===== src/rtl/mips_pkg.sv =====
// rtl/mips_pkg.sv - shared MIPS-subset constants for the fetch stage, decoder and bench
package mips_pkg;

  localparam int          INSTR_W          = 32;
  localparam logic [31:0] DEFAULT_RESET_PC = 32'h0000_3000;
  localparam logic [INSTR_W-1:0] NOP       = '0;

  typedef enum logic [5:0] {
    OP_RTYPE = 6'b000000,
    OP_J     = 6'b000010,
    OP_BEQ   = 6'b000100,
    OP_ADDIU = 6'b001001,
    OP_ORI   = 6'b001101,
    OP_LW    = 6'b100011,
    OP_SW    = 6'b101011
  } opcode_e;

endpackage


===== src/rtl/fetch_buffer.sv =====
// rtl/fetch_buffer.sv - circular store of {pc, instr, filled} entries between fetch and decode
// Entries are allocated in request order and filled in the same order, so one fill pointer suffices.
module fetch_buffer
  import mips_pkg::*;
#(
  parameter int  DEPTH = 2,
  localparam int PW    = $clog2(DEPTH),
  localparam int CW    = PW + 1
) (
  input  logic               clk,
  input  logic               reset,
  input  logic               alloc_i,
  input  logic [31:0]        alloc_pc_i,
  input  logic               fill_i,
  input  logic [INSTR_W-1:0] fill_instr_i,
  input  logic               pop_i,
  input  logic               flush_i,
  output logic [CW-1:0]      count_o,
  output logic [CW-1:0]      unfilled_o,
  output logic               head_valid_o,
  output logic [31:0]        head_pc_o,
  output logic [INSTR_W-1:0] head_instr_o
);

  logic [PW-1:0]      head_q, head_d, tail_q, tail_d, fptr_q, fptr_d;
  logic [CW-1:0]      count_q, count_d, unf_q, unf_d;
  logic [DEPTH-1:0]   filled_q, filled_d;
  logic [31:0]        pc_mem    [DEPTH];
  logic [INSTR_W-1:0] instr_mem [DEPTH];
  logic               do_alloc, do_fill, do_pop;

  assign head_valid_o = (count_q != '0) && filled_q[head_q];
  assign head_pc_o    = pc_mem[head_q];
  assign head_instr_o = instr_mem[head_q];
  assign count_o      = count_q;
  assign unfilled_o   = unf_q;

  assign do_alloc = alloc_i && (count_q < CW'(DEPTH));
  assign do_fill  = fill_i && (unf_q != '0);
  assign do_pop   = pop_i && head_valid_o;

  always_comb begin
    head_d   = head_q;
    tail_d   = tail_q;
    fptr_d   = fptr_q;
    count_d  = count_q;
    unf_d    = unf_q;
    filled_d = filled_q;
    if (flush_i) begin
      head_d   = '0;
      tail_d   = '0;
      fptr_d   = '0;
      count_d  = '0;
      unf_d    = '0;
      filled_d = '0;
    end else begin
      if (do_alloc) tail_d = tail_q + PW'(1);
      if (do_fill) begin
        fptr_d           = fptr_q + PW'(1);
        filled_d[fptr_q] = 1'b1;
      end
      if (do_pop) begin
        head_d           = head_q + PW'(1);
        filled_d[head_q] = 1'b0;
      end
      count_d = count_q + CW'(do_alloc) - CW'(do_pop);
      unf_d   = unf_q + CW'(do_alloc) - CW'(do_fill);
    end
  end

  always_ff @(posedge clk or posedge reset) begin
    if (reset) begin
      head_q   <= '0;
      tail_q   <= '0;
      fptr_q   <= '0;
      count_q  <= '0;
      unf_q    <= '0;
      filled_q <= '0;
    end else begin
      head_q   <= head_d;
      tail_q   <= tail_d;
      fptr_q   <= fptr_d;
      count_q  <= count_d;
      unf_q    <= unf_d;
      filled_q <= filled_d;
    end
  end

  // Payload needs no reset: the filled bits gate every read of it.
  always_ff @(posedge clk) begin
    if (do_alloc && !flush_i) pc_mem[tail_q] <= alloc_pc_i;
    if (do_fill && !flush_i) instr_mem[fptr_q] <= fill_instr_i;
  end

endmodule


===== src/rtl/instr_fetch_unit.sv =====
// rtl/instr_fetch_unit.sv - IF stage: PC, in-order instruction memory requests, redirect flush
// Responses still in flight at a redirect are counted in drop_q and discarded as they return.
module instr_fetch_unit
  import mips_pkg::*;
#(
  parameter logic [31:0] RESET_PC = DEFAULT_RESET_PC,
  parameter int          DEPTH    = 2
) (
  input  logic               clk,
  input  logic               reset,
  output logic               imem_req_valid,
  input  logic               imem_req_ready,
  output logic [31:0]        imem_req_addr,
  input  logic               imem_rsp_valid,
  input  logic [INSTR_W-1:0] imem_rsp_data,
  input  logic               redirect_valid,
  input  logic [31:0]        redirect_pc,
  input  logic               id_ready,
  output logic               if_valid,
  output logic [INSTR_W-1:0] if_instr,
  output logic [31:0]        if_pc,
  output logic [31:0]        if_pc_plus4
);

  localparam int CW = $clog2(DEPTH) + 1;

  logic [31:0]        pc_q, pc_d;
  logic [CW-1:0]      drop_q, drop_d, drop_sum;
  logic [CW-1:0]      count, unfilled;
  logic               head_valid;
  logic [31:0]        head_pc;
  logic [INSTR_W-1:0] head_instr;
  logic               req_accept, rsp_fill, pop;
  logic               unused_redirect_lsbs;

  assign unused_redirect_lsbs = ^redirect_pc[1:0];

  assign imem_req_valid = !reset && (count < CW'(DEPTH)) && !redirect_valid;
  assign imem_req_addr  = pc_q;
  assign req_accept     = imem_req_valid && imem_req_ready;
  assign rsp_fill       = imem_rsp_valid && (drop_q == '0) && !redirect_valid;
  assign pop            = head_valid && id_ready && !redirect_valid;

  always_comb begin
    pc_d     = pc_q;
    drop_d   = drop_q;
    drop_sum = drop_q + unfilled;
    if (redirect_valid) begin
      pc_d = {redirect_pc[31:2], 2'b00};
      // A response landing now consumes one outstanding slot, old or unfilled.
      drop_d = (imem_rsp_valid && (drop_sum != '0)) ? drop_sum - CW'(1) : drop_sum;
    end else begin
      if (req_accept) pc_d = pc_q + 32'd4;
      if (imem_rsp_valid && (drop_q != '0)) drop_d = drop_q - CW'(1);
    end
  end

  always_ff @(posedge clk or posedge reset) begin
    if (reset) begin
      pc_q   <= RESET_PC;
      drop_q <= '0;
    end else begin
      pc_q   <= pc_d;
      drop_q <= drop_d;
    end
  end

  fetch_buffer #(.DEPTH(DEPTH)) u_buf (
    .clk          (clk),
    .reset        (reset),
    .alloc_i      (req_accept),
    .alloc_pc_i   (pc_q),
    .fill_i       (rsp_fill),
    .fill_instr_i (imem_rsp_data),
    .pop_i        (pop),
    .flush_i      (redirect_valid),
    .count_o      (count),
    .unfilled_o   (unfilled),
    .head_valid_o (head_valid),
    .head_pc_o    (head_pc),
    .head_instr_o (head_instr)
  );

  assign if_valid    = head_valid;
  assign if_instr    = head_valid ? head_instr : NOP;
  assign if_pc       = head_valid ? head_pc : 32'h0;
  assign if_pc_plus4 = head_valid ? head_pc + 32'd4 : 32'h0;

endmodule


===== config.mk =====
export PLATFORM = sky130hd
export DESIGN_NAME = instr_fetch_unit
export DESIGN_NICKNAME = d
export VERILOG_FILES = /design/src/rtl/mips_pkg.sv /design/src/rtl/fetch_buffer.sv /design/src/rtl/instr_fetch_unit.sv
export SDC_FILE = /design/constraint.sdc
export NUM_CORES = 1
export LEC_CHECK = 0
export BUFFER_PORTS_ARGS = -buffer_cell sky130_fd_sc_hd__buf_2
export CORE_ASPECT_RATIO = 0.6
export CORE_UTILIZATION = 40
export CTS_CLUSTER_SIZE = 8
export DETAILED_ROUTE_END_ITERATION = 16
export MAX_ROUTING_LAYER = met4
export SYNTH_ARGS = -nofsm -noshare
export SYNTH_HDL_FRONTEND = slang
export SYNTH_SLANG_ARGS = --single-unit

===== constraint.sdc =====
create_clock -name clk -period 10 [get_ports clk]
set_input_delay 2.5 -clock clk [delete_from_list [all_inputs] [get_ports clk]]
set_output_delay 2.5 -clock clk [all_outputs]
set_load 0.01 [all_outputs]

==> flow_summary.ini, run 1 <==
[drt]
post-route-drc-count = 0
wl_per_cell_um = 17.8
final_antenna_net_count = 0
dr_total_vias = 6002
wl_um = 20700
first_pass_iters = 5
via_per_inst = 5.17
drt_iter0_drc = 502

[synth]
synthDominantCellAreaShare_pct = 45.9
synth.avg_cell_area_um2 = 11.6
synthArstFlopShare_pct = 24.8
yosysSeqAreaShare_pct = 58.6
synth_area_um2 = 8110
ys_warn_count = 0
synth_ff_type = edfxtp_1
yosys-top-cells-area = edfxtp_1, dfrtp_1, mux2i_1
postSynthCellCount = 697
yosys.area.top_type = edfxtp_1
ys_ff_latch = 165
yosysUniqueCellTypes = 60
synth_edf_count = 124

[timing]
fin_worst_skew_ns = 0.00971
final.min_clock_period_ns = 6.64
setup_viol = 0
fmax_mhz = 151
tns_ns = 0
fin_crit_sh_pct = 66.4
worst_slew_pin_slew_ns = 1.06
slew_headroom_pct = 28.6
slew_viol_final = 0
hold_violations = 0
grt_setup_unrepaired = false

[floorplanning]
coreArea_um2 = 19400
rows = 39
die-width_um = 186
initial_core_util_pct = 41.8
die_h_um = 112
ios = 200
dieArea_um2 = 20900

[cells_and_area]
drive_above_1_share_pct = 28.9
stdcell_count = 1160
area_growth_pct = 22.6
antenna_cells = 0
nets = 958

[power]
finalPower_mw = 1.65
cellPowerDensity_nw_per_um2 = 166
leakagePower_nw = 3.90
max-vdd-ir-drop_mv = 0.118

[clock_tree]
cts_buffers = 17
post_cts_buffers = 0
path_clk_slew_ns = 0.07
htree_levels = 4
worstSkewPairLatency_ns = 0.42
cts.sinks = 165
cts_resized = 0
cts_tree = built
holdBufCountCts = 0
cts_buffer_depth = 2
root_buffer = clkbuf_16

[worst_hold_path]
hold_class = flop to flop

[global_route]
gr-usage-all-layers_pct = 21.0
grt-ovfl-total = 0
antenna_found_initial = 0
grt_max_degree = 82
grt_pass1_vias = 5460
grt_pass1_wl_um = 31500

[critical_path]
crit_arrival_ns = 4.14
crit_type = flop to primary output
crit_required_ns = 7.50
worstPathCellList = buf_4 > nand4_1 > a211oi_4 > nand4_1 > nor4b_2 > mux2_2 > buf_2
critPathBufInv = 2
critPathTopFamily = simple AND/OR/NAND/NOR gates
cpMostUsedCell = nand4_1
crit_path_max_incr_delay_ns = 0.89
critical_path.max_fanout = 51
cp_slowest_cell = dfrtp_4
endpoint_kind = primary output
worstSetupStartpointType = flop

[place]
port_buffers = 191
gp_congestion = 0.841
place_inst = 1128
hpwl_um = 15000

[flow_run]
maxCapViolCount = 0

[status]
outcome = finished clean
## routing by layer
metal	vias up	wire length, um	global-route usage [%]
met3	9	1450	5.06
li1	2881	-	-
met2	220	8120	26.2
met1	2892	11000	33.9
met4	0	122	3.39
met5	-	0	-
## metrics by stage
stage          hold WS, ns  worst slack [ns]  cell area, um^2  util (%)
6_report             0.529              3.36             9950      51.2
5_1_grt              0.550              3.10             9950      51.2
4_1_cts              0.530              3.37             9950      51.2
3_5_place_dp         0.515              3.85             9310      47.9
3_3_place_gp         0.511              3.86             9310      47.9
2_1_floorplan        0.519              4.08             8130         -
## final cells by class
| type | instances | area, um^2 |
|---|---|---|
| flip-flops and latches | 165 | 4760 |
| clock buffers | 18 | 439 |
| clock inverters | 14 | 196 |
| well taps | 266 | 333 |
| inverters | 12 | 45.0 |
| fillers | 1822 | 9480 |
| repair buffers | 199 | 1020 |
| multi-input cells | 486 | 3160 |
## final timing paths
| kind | cells past startpoint | end | slack [ns] | start |
|---|---|---|---|---|
| max in group asynchronous | 3 | u_buf.head_q | 7.33 | reset |
| max reg2reg | 10 | u_buf.count_o[1] | 6.40 | u_buf.head_q |
| min reg2reg | 0 | u_buf.pc_mem[0][31] | 0.53 | imem_req_addr[31] |
| min | 0 | u_buf.pc_mem[0][31] | 0.53 | imem_req_addr[31] |
| min in group asynchronous | 3 | imem_req_addr[2] | 2.25 | reset |
| max | 7 | if_pc_plus4[31] | 3.36 | u_buf.head_q |
## placed cells by master (no fill, tap or decap), types with 2 or more instances in the layout
cell,count
o21ai_0,39
nand2_1,69
a211o_1,2
nand2b_1,5
a21oi_1,4
clkbuf_16,17
nand3_2,3
dfrtp_1,38
mux2i_1,64
xnor2_1,23
ha_1,7
mux2_2,4
nor3_2,2
and4_1,2
nand3b_1,5
and3_1,5
o211ai_1,5
nor2b_1,5
xor2_1,25
clkinvlp_4,2
or2_2,2
dfstp_2,2
and2_1,10
o31ai_1,8
conb_1,6
bufinv_16,4
nand3_1,28
buf_2,191
nand4_1,23
edfxtp_1,124
nor3_1,9
buf_4,8
inv_1,12
a311oi_1,2
nand3b_4,2
nor2_1,96
inv_6,5
nor4_1,4
## worst register-to-register path: cells and delay by family (launching register included)
family        cells  cell delay, ns
buf+inv           2            1.22
flops             1            0.89
simple gates      4            0.53
xor+xnor          2            0.32
mux               1            0.30
fa+ha+maj         1            0.19
## cell usage after synthesis, types with 11 or more instances
library cell and n:
and2_1 11, buf_2 11, clkbuf_1 15, dfrtp_1 39
edfxtp_1 124, inv_1 12, mux2i_1 64, nand2_1 69
nand3_1 28, nand4_1 23, nor2_1 96, nor3_1 11
o21ai_0 39, xnor2_1 23, xor2_1 25
## flip-flops by register name, indices dropped and copies added, names as in the netlist
signal            cells
u_buf.filled_q        2
u_buf.fptr_q          1
drop_q                2
u_buf.pc_mem         60
u_buf.instr_mem      64
u_buf.unfilled_o      2
imem_req_addr        30
u_buf.head_q          1
u_buf.count_o         2
u_buf.tail_q          1
## kinds of logic (layout without fill, tap and decap cells)
logic type / count (synthesis) / in the layout / share of synthesized area (%)
simple gates: 283 / 283 / 17.5
flops: 165 / 165 / 58.6
compound gates: 73 / 73 / 6.00
mux: 69 / 69 / 8.62
buf+inv: 51 / 243 / 2.99
xor+xnor: 48 / 48 / 5.18
fa+ha+maj: 7 / 7 / 1.08
other cells: 1 / 6 / 0.0462
## power breakdown
part	leakage [nW]	switching [mW]	internal [mW]
Sequential	1.63	0.0386	0.768
Clock	0.306	0.274	0.428
Combinational	1.97	0.0783	0.0591
Total	3.90	0.391	1.25
Note: power is estimated with default switching activity, not from simulation.
==> inputs of run 2 (changes only) <==
clock period = 6.8 ns   (was 10 ns; I/O delays follow)
==> run 2 against run 1 <==
Effect of this change:
- cell count about the same
- sequential power increased by 48%
- utilization decreased by 0.27 points
- clock power grew 34%
- global-route usage decreased by 0.15 points
- routed wire length decreased by 1.2%
- final area fell by 0.53%
- clock skew increased by 0.00092 ns
- sequential share of layout area grew 0.25 points
- combinational power is 45% higher
- first-iteration DRC count is 21% lower
- critical endpoint is now if_pc_plus4[26]
==> flow_summary.ini, run 2 (synthesized netlist as in run 1, its figures left out) <==
[status]
outcome = finished clean

[timing]
fin_crit_sh_pct = 81.8
worst_slew_pin_slew_ns = 1.13
setup_viol = 0
fin_worst_skew_ns = 0.0106
worst_slack_ns = 1.24
slew_viol_final = 0
final.min_clock_period_ns = 5.56
slew_headroom_pct = 24.7
fmax_mhz = 180
grt_setup_unrepaired = false
hold_violations = 0
tns_ns = 0

[clock_tree]
cts.sinks = 165
cts_resized = 0
root_buffer = clkbuf_16
path_clk_slew_ns = 0.07
htree_levels = 4
cts_buffers = 17
post_cts_buffers = 0
holdBufCountCts = 0
cts_tree = built
worstSkewPairLatency_ns = 0.42
cts_buffer_depth = 2

[global_route]
gr-usage-all-layers_pct = 20.8
grt_pass1_wl_um = 31300
grt_max_degree = 80
antenna_found_initial = 1
grt-ovfl-total = 0
grt_pass1_vias = 5437

[cells_and_area]
fillers = 1836
largest_reg_flops = 64
stdcell_count = 1161
area_growth_pct = 21.9
top_register = u_buf.instr_mem
layout_commonest_cell = buf_2
layout_common_cells = buf_2, edfxtp_1, nor2_1, nand2_1, mux2i_1
drive_above_1_share_pct = 28.7
nets = 958

[power]
leakagePower_nw = 3.88
max-vdd-ir-drop_mv = 0.185
cellPowerDensity_nw_per_um2 = 235

[floorplanning]
coreArea_um2 = 19400
die_h_um = 112
dieArea_um2 = 20900
die-width_um = 186
ios = 200
initial_core_util_pct = 41.8
rows = 39

[drt]
wl_um = 20400
wl_per_cell_um = 17.6
final_antenna_net_count = 0
drt_iter0_drc = 398
via_per_inst = 5.02
post-route-drc-count = 0
first_pass_iters = 5
dr_total_vias = 5826

[place]
port_buffers = 191
gp_congestion = 0.807
hpwl_um = 14900
place_inst = 1128
dp_slack_ns = 1.63

[critical_path]
cp_slowest_cell = dfrtp_4
crit_required_ns = 5.10
endpoint_kind = primary output
crit_arrival_ns = 3.86
crit_path_max_incr_delay_ns = 1.17
worstPathCellList = mux2i_1 > inv_1 > ha_1 > and2_1 > nand3_4 > or4_1 > and3_1 > buf_2
critPathBufInv = 2
critPathTopFamily = simple AND/OR/NAND/NOR gates
worstSetupStartpointType = flop
critical_path.max_fanout = 78
crit_type = flop to primary output

[worst_hold_path]
hold_class = flop to flop

[flow_run]
maxCapViolCount = 0
==> run 2: power by group <==
group	leakage, nW	switching [mW]	internal [mW]	total, mW
combinational	1.97	0.112	0.0863	0.198
sequential	1.63	0.0564	1.13	1.19
clock	0.283	0.394	0.546	0.940
total	3.88	0.562	1.76	2.32
==> run 2: area by class of cell <==
class | instances | area, um^2 | area share [%]
Multi-Input combinational cell | 486 | 3160 | 31.9
Timing Repair Buffer | 199 | 1020 | 10.3
Inverter | 12 | 45.0 | 0.455
Clock inverter | 13 | 148 | 1.49
Clock buffer | 19 | 433 | 4.38
Sequential cell | 165 | 4760 | 48.1
Tap cell | 266 | 333 | 3.36
Antenna cell | 1 | 2.50 | 0.0253
==> run 2: per-layer routing <==
metal	GRT usage, %	part of all wire, %
met1	32.8	54
met2	26.1	38
met4	3.93	0.55
met3	5.65	7.0
met5	-	0
==> run 2: path summary, 6_finish.rpt <==
path / slack (ns) / start / end / cells after the start
max: 1.24 / u_buf.head_q / if_pc_plus4[26] / 8
min: 0.52 / imem_req_addr[31] / u_buf.pc_mem[0][31] / 0
max reg2reg: 3.34 / u_buf.head_q / u_buf.count_o[1] / 9
min reg2reg: 0.52 / imem_req_addr[31] / u_buf.pc_mem[0][31] / 0
max in group asynchronous: 4.91 / reset / u_buf.head_q / 3
min in group asynchronous: 1.45 / reset / imem_req_addr[25] / 3
==> run 2: through the flow <==
step | hold WS, ns | total power, mW | cell area [um^2] | util (%)
after global routing | 0.536 | 2.42 | 9890 | 50.9
final | 0.524 | 2.32 | 9890 | 50.9
after floorplan | 0.519 | 1.31 | 8130 | -
after detailed placement | 0.507 | 1.40 | 9310 | 47.9
after CTS | 0.523 | 2.35 | 9890 | 50.9
after global placement | 0.509 | 1.40 | 9310 | 47.9
==> inputs of run 3 (changes only) <==
PLACE_DENSITY = 0.65   (was not set)
clock period = 4.5 ns   (was 6.8 ns; I/O delays follow)
==> run 3 against run 2 <==
Effect of this change:
- count of clock-buffer cells in the layout is 2 lower
- global-route usage down 0.13 points
- utilization rose by 0.21 points
- cell count increased by 0.69%
- total power increased by 48%
- sequential share of layout area fell by 0.19 points
- first-iteration DRC count rose by 24%
- clock power is 41% higher
- critical path type unchanged
- critical endpoint is now if_pc_plus4[31]
==> flow_summary.ini, run 3 (synthesized netlist as in run 1, its figures left out) <==
[cells_and_area]
fillers = 1797
stdcell_count = 1169
largest_reg_flops = 64
multiInputGateArea_um2 = 3160
seq_area_um2 = 4760
nets = 967
area_growth_pct = 22.4
layout_commonest_cell = buf_2
drive_above_1_share_pct = 29.5
layout_common_cells = buf_2, edfxtp_1, nor2_1, nand2_1, mux2i_1
top_register = u_buf.instr_mem

[clock_tree]
holdBufCountCts = 0
root_buffer = clkbuf_16
htree_levels = 4
cts.sinks = 165
cts_buffers = 17
cts_tree = built
path_clk_slew_ns = 0.06
worstSkewPairLatency_ns = 0.42
cts_buffer_depth = 2

[timing]
worst_slack_ns = 0.384
hold_violations = 0
slew_headroom_pct = 29.4
worst_slew_pin_slew_ns = 1.06
slew_viol_final = 0
final.min_clock_period_ns = 4.12
grt_setup_unrepaired = false
fin_worst_skew_ns = 0.0110
fmax_mhz = 243
fin_crit_sh_pct = 91.5
tns_ns = 0
setup_viol = 0

[place]
dp_slack_ns = 0.533
port_buffers = 191
hpwl_um = 15000
gp_congestion = 0.867
place_inst = 1136

[global_route]
met2_usage_pct = 26.5
grt_pass1_wl_um = 31200
grt_max_degree = 57
busiest_layer = met1
grt-ovfl-total = 0
grt_pass1_vias = 5510
gr-usage-all-layers_pct = 20.7
use_met3_pct = 5.13
use_met1_pct = 32.6
antenna_found_initial = 1

[drt]
final_antenna_net_count = 0
post-route-drc-count = 0
dr_total_vias = 5874
first_pass_iters = 5
via_per_inst = 5.02
wl_per_cell_um = 17.5
wl_um = 20500
drt_iter0_drc = 493

[critical_path]
critical_path.max_fanout = 29
endpoint_kind = primary output
crit_arrival_ns = 2.99
crit_required_ns = 3.38
crit_type = flop to primary output
worstSetupStartpointType = flop

[floorplanning]
die-width_um = 186
rows = 39
die_h_um = 112
dieArea_um2 = 20900
initial_core_util_pct = 41.8
ios = 200
coreArea_um2 = 19400

[power]
cellPowerDensity_nw_per_um2 = 345
power.share.combinational_pct = 8.9
pwr-share-seq_pct = 52.3
max-vdd-ir-drop_mv = 0.188
leakagePower_nw = 3.90
p_int_mw = 2.56
p_switching_mw = 0.872
power.share.clock_pct = 38.9
sw_frac_of_total_pct = 25.4

[status]
outcome = finished clean

[worst_hold_path]
hold_class = flop to flop

[flow_run]
maxCapViolCount = 0
==> run 3: cell types whose count changed in the layout (fill, tap and decap cells not counted) <==
cell	delta
and2_1	+1
and2_2	-1
buf_12	+1
buf_4	+8
bufinv_16	-2
clkbuf_1	-2
clkinv_2	-1
clkinv_4	-3
clkinvlp_4	+3
inv_6	+3
inv_8	+1
==> run 3: final cells by class <==
class	instances	area share (%)
clock inverter	14	1.17
timing repair buffer	208	11.0
clock buffer	17	4.28
multi-input combinational	486	31.8
antenna	1	0.0252
sequential	165	47.9
inverter	12	0.453
tap	266	3.35
==> run 3: stage by stage <==
step | power (mW) | utilization [%] | instance area, um^2 | hold slack [ns]
3_5_place_dp | 2.13 | 48.2 | 9370 | 0.518
2_1_floorplan | 1.98 | - | 8130 | 0.519
3_3_place_gp | 2.12 | 48.2 | 9370 | 0.509
6_report | 3.43 | 51.1 | 9930 | 0.526
4_1_cts | 3.46 | 51.0 | 9910 | 0.532
5_1_grt | 3.57 | 51.1 | 9930 | 0.543
==> run 3: repair_timing <==
item,CTS,global route
setup buffers,0,1
resized for setup,0,0
endpoints found under the setup margin,0,3
hold endpoints to repair,0,0
==> run 3: worst max-delay path, stage by stage, from the launching register on <==
cell and delay [ns]:
dfrtp_4 0.70, mux2i_1 0.32, a211oi_4 0.43, nand4_1 0.23, nor4b_2 0.40, mux2_2 0.37
buf_2 0.13
==> run 3: power groups by stage <==
stage	combinational [mW]	clock, mW	sequential (mW)
floorplan	0.187	0	1.80
global placement	0.300	0	1.82
detailed placement	0.307	0	1.82
CTS	0.308	1.36	1.79
global route	0.348	1.42	1.80
finish	0.305	1.33	1.79
==> run 3: path summary, 6_finish.rpt <==
kind | to | startpoint | slack [ns] | cells after the start
min | u_buf.pc_mem[1][31] | imem_req_addr[31] | 0.53 | 0
max | if_pc_plus4[31] | u_buf.head_q | 0.38 | 6
max in group asynchronous | imem_req_addr[13] | reset | 2.87 | 3
min in group asynchronous | imem_req_addr[7] | reset | 0.80 | 2
min reg2reg | u_buf.pc_mem[1][31] | imem_req_addr[31] | 0.53 | 0
max reg2reg | u_buf.count_o[1] | u_buf.head_q | 1.64 | 10
==> run 3: per-layer routing <==
| metal | vias to the layer above | wire length (um) |
|---|---|---|
| li1 | 2904 | - |
| met1 | 2774 | 11100 |
| met2 | 184 | 7940 |
| met3 | 12 | 1240 |
| met4 | 0 | 161 |
| met5 | - | 0 |
